**src/rtl/binary_to_bcd_converter_pkg.sv**
```systemverilog
// Constants shared by the binary-to-BCD converter and the display blocks it drives.
// Digit code 4'hA marks an out-of-range value; the decoder renders it as 'X'.
package binary_to_bcd_converter_pkg;

  localparam int          BIN_WIDTH_DEF  = 14;
  localparam int          NUM_DIGITS_DEF = 4;
  localparam int unsigned BCD_LIMIT      = 9999;
  localparam logic [3:0]  BCD_OVF_DIGIT  = 4'hA;

  localparam logic [1:0]  ST_IDLE  = 2'd0;
  localparam logic [1:0]  ST_SHIFT = 2'd1;
  localparam logic [1:0]  ST_DONE  = 2'd2;

  typedef logic [3:0] bcd_digit_t;

endpackage

```
**src/rtl/bcd_add3.sv**
```systemverilog
// Double-dabble digit correction: adds 3 to a BCD digit of 5 or more. Combinational.
// No handshake; zero latency.
module bcd_add3 (
  input  logic [3:0] digit_i,
  output logic [3:0] digit_o
);

  assign digit_o = (digit_i >= 4'd5) ? digit_i + 4'd3 : digit_i;

endmodule

```
**src/rtl/binary_to_bcd_converter.sv**
```systemverilog
// Sequential double-dabble converter: one bit per cycle, done BIN_WIDTH+1 edges after start.
// start is ignored while busy; results hold until the next done pulse.
module binary_to_bcd_converter
  import binary_to_bcd_converter_pkg::*;
#(
  parameter int BIN_WIDTH  = BIN_WIDTH_DEF,
  parameter int NUM_DIGITS = NUM_DIGITS_DEF
) (
  input  logic                 clk,
  input  logic                 reset,
  input  logic                 start,
  input  logic [BIN_WIDTH-1:0] bin,
  output logic                 busy,
  output logic                 done,
  output logic                 ovf,
  output bcd_digit_t           BCD0,
  output bcd_digit_t           BCD1,
  output bcd_digit_t           BCD2,
  output bcd_digit_t           BCD3
);

  localparam int SW = 4 * NUM_DIGITS;
  localparam int CW = $clog2(BIN_WIDTH + 1);

  logic [1:0]           state_q, state_d;
  logic [BIN_WIDTH-1:0] shreg_q, shreg_d;
  logic [SW-1:0]        scratch_q, scratch_d, scratch_adj;
  logic [CW-1:0]        cnt_q, cnt_d;
  logic                 ovf_pend_q, ovf_pend_d;
  logic                 done_q, done_d;
  logic                 ovf_q, ovf_d;
  logic [3:0][3:0]      digits_q, digits_d;

  for (genvar g = 0; g < NUM_DIGITS; g++) begin : g_adj
    bcd_add3 u_add3 (
      .digit_i (scratch_q[4*g +: 4]),
      .digit_o (scratch_adj[4*g +: 4])
    );
  end

  always_comb begin
    state_d    = state_q;
    shreg_d    = shreg_q;
    scratch_d  = scratch_q;
    cnt_d      = cnt_q;
    ovf_pend_d = ovf_pend_q;
    done_d     = 1'b0;
    ovf_d      = ovf_q;
    digits_d   = digits_q;
    case (state_q)
      ST_IDLE: begin
        if (start) begin
          shreg_d    = bin;
          scratch_d  = '0;
          cnt_d      = CW'(BIN_WIDTH);
          // Range is decided on the operand itself: 4 digits cannot hold 10000..16383.
          ovf_pend_d = (32'(bin) > BCD_LIMIT);
          state_d    = ST_SHIFT;
        end
      end
      ST_SHIFT: begin
        {scratch_d, shreg_d} = {scratch_adj, shreg_q} << 1;
        cnt_d = cnt_q - CW'(1);
        if (cnt_q == CW'(1)) begin
          state_d = ST_DONE;
        end
      end
      ST_DONE: begin
        done_d = 1'b1;
        ovf_d  = ovf_pend_q;
        for (int i = 0; i < 4; i++) begin
          digits_d[i] = ovf_pend_q ? BCD_OVF_DIGIT : scratch_q[4*i +: 4];
        end
        state_d = ST_IDLE;
      end
      default: state_d = ST_IDLE;
    endcase
  end

  always_ff @(posedge clk) begin
    if (reset) begin
      state_q    <= ST_IDLE;
      shreg_q    <= '0;
      scratch_q  <= '0;
      cnt_q      <= '0;
      ovf_pend_q <= 1'b0;
      done_q     <= 1'b0;
      ovf_q      <= 1'b0;
      digits_q   <= '0;
    end else begin
      state_q    <= state_d;
      shreg_q    <= shreg_d;
      scratch_q  <= scratch_d;
      cnt_q      <= cnt_d;
      ovf_pend_q <= ovf_pend_d;
      done_q     <= done_d;
      ovf_q      <= ovf_d;
      digits_q   <= digits_d;
    end
  end

  assign busy = (state_q != ST_IDLE);
  assign done = done_q;
  assign ovf  = ovf_q;
  assign BCD0 = digits_q[0];
  assign BCD1 = digits_q[1];
  assign BCD2 = digits_q[2];
  assign BCD3 = digits_q[3];

endmodule

```
**config.mk**
```make
export PLATFORM = sky130hd
export DESIGN_NAME = binary_to_bcd_converter
export DESIGN_NICKNAME = d
export VERILOG_FILES = /design/src/rtl/binary_to_bcd_converter_pkg.sv /design/src/rtl/bcd_add3.sv /design/src/rtl/binary_to_bcd_converter.sv
export SDC_FILE = /design/constraint.sdc
export NUM_CORES = 1
export LEC_CHECK = 0
export ABC_AREA = 1
export BUFFER_PORTS_ARGS = -buffer_cell sky130_fd_sc_hd__buf_2
export CAP_MARGIN = 0
export CORE_ASPECT_RATIO = 0.75
export CORE_MARGIN = 2
export CORE_UTILIZATION = 30
export CTS_CLUSTER_SIZE = 28
export DETAILED_ROUTE_END_ITERATION = 10
export PLACE_DENSITY_LB_ADDON = 0.1
export RECOVER_POWER = 50
export SLEW_MARGIN = 5
export SYNTH_ARGS = -nofsm -noshare
export SYNTH_HDL_FRONTEND = slang
export SYNTH_HIERARCHICAL = 1
export SYNTH_SLANG_ARGS = --single-unit
```
**constraint.sdc**
```tcl
create_clock -name clk -period 1.67 [get_ports clk]
set_clock_uncertainty 0.1 [all_clocks]
set_input_delay 0.167 -clock clk [delete_from_list [all_inputs] [get_ports clk]]
set_output_delay 0.167 -clock clk [all_outputs]
set_load 0.01 [all_outputs]
```
==> impl_metrics.yaml <==
status:
  status: "completed"
synthesis:
  netlist_area_um2: 2570
  synth_area_per_cell_um2: 7.47
  netlist_instances: 344
  synth_nets: 371
  ys_warn_count: 6
floorplanning:
  dieArea_um2: 9330
  start_util: 0.307
  ios: 36
  die_x_um: 111
  fp.dieH_um: 84.2
  rows: 29
  core_area_um2: 8380
place:
  gp_congestion: 0.850
  pre_cts_slack_ps: 149
  numPortBuffers: 35
  place_hpwl_um: 4320
worst_setup_path:
  critPathKind: "flop to flop"
  cp_max_fo: 5
  start_kind: "flop"
  r2r_cells: 8
  end_kind: "flop"
  arrival_ps: 1610
  cp.required_ps: 1760
cells_and_area:
  fill_cells: 885
  fin_nets: 413
  drive_gt1_frac: 0.163
  n_antenna_cell: 0
  syn_to_final_growth_pct: 18.4
  mostFrequentLayoutCells: "nand2_1 (93), dfxtp_1 (55), nor2_1 (48), o21ai_0 (32), clkbuf_1 (21)"
  final_common_cell: "nand2_1"
clock_tree:
  htreeDepth: 2
  cts_buffer_depth: 2
  post_cts_buffers: 0
  clock_latency_ps: 290
  cts_resized: 0
  cts-root-buf: "clkbuf_16"
  cts_tree: "yes"
  cts_hold_buffers: 0
  cts_made_buffers: 5
  clk_pin_slew_worst_paths_ps: 70
  clkSinkCount: 55
worst_hold_path:
  worstHoldPathCells: 3
  hp-class: "input port to flop"
sta:
  fmax_ghz: 0.657
  setup_viol: 0
  layout_setup_ws_ps: 147
  finalCritPeriodShare: 0.912
  rsz0062_at_grt: "false"
  fin_setup_tns_ps: 0
  slew_headroom: 0.680
  maxSlewViolCount: 0
  hold_ws_ps: 17.0
  tightest_slew_ps: 480
  hold_viol_final: 0
  timing.final.crit_period_ps: 1520
detailed_routing:
  ant_nets: 0
  drtPass1Iterations: 4
  drc: 0
  vias: 2273
  wirelength_um: 6130
  viasPerCell: 4.59
  drt_iter0_drc: 85
  wl_per_cell_um: 12.4
grt:
  overflow: 0
  antenna_found_initial: 0
  grt_max_degree: 20
  grt_pass1_wl_um: 10100
  grt.total_usage: 0.135
  grt_pass1_vias: 2099
power_and_ir_drop:
  p_leak_nw: 1.17
  power_density_nw_per_um2: 924
  peakVddDrop_mv: 0.470
run:
  cap_violations: 0
==> final timing paths <==
kind           startpoint      endpoint  slack, ps
max          scratch_q[4]  scratch_q[5]        150
max reg2reg  scratch_q[4]  scratch_q[5]        150
min                bin[0]    shreg_q[0]         20
min reg2reg    shreg_q[0]    shreg_q[0]        370
==> registers in the layout, summed over array words and instances (netlist names) <==
register,flops
scratch_q,16
shreg_q,14
BCD0,4
BCD1,4
BCD2,4
BCD3,4
cnt_q,4
state_q,2
done,1
ovf,1
ovf_pend_q,1
==> report_power, final <==
group | leakage, nW | internal (mW) | switching, mW
Combinational | 0.647 | 0.112 | 0.189
Sequential | 0.447 | 1.36 | 0.0316
Clock | 0.0772 | 0.640 | 0.477
==> worst max-delay path, cell delays in order, from the launching register on <==
cell and delay, ps:
dfxtp_1 410, inv_1 100, ha_1 250, nor2_4 160
nor2_4 70, nand2_1 60, nand2_1 50, a22oi_1 180
nor2_1 50
==> per-stage QoR <==
step,utilization,power [mW],instance area [um^2],std cells
2_1_floorplan,-,1.61,2570,344
3_5_place_dp,0.349,1.74,2930,487
6_report,0.363,2.81,3040,495
4_1_cts,0.368,2.87,3080,495
3_3_place_gp,0.349,1.74,2930,487
5_1_grt,0.363,2.94,3040,495
==> cell type report <==
cell class	instances	area (um^2)	share of cell area
Timing Repair Buffer	46	253	0.0831
Inverter	28	108	0.0354
Sequential cell	55	1100	0.362
Tap cell	108	135	0.0444
Multi-Input combinational cell	250	1290	0.424
Clock buffer	8	156	0.0514
==> per-layer routing <==
layer  global-route usage  vias up  wire length [um]
met5                    0        -                 0
met3               0.0253        9               149
met4               0.0500        0               108
met1                0.185     1041              3150
met2                0.214       20              2720
li1                     -     1203                 -
Note: power is estimated with default switching activity, not from simulation.
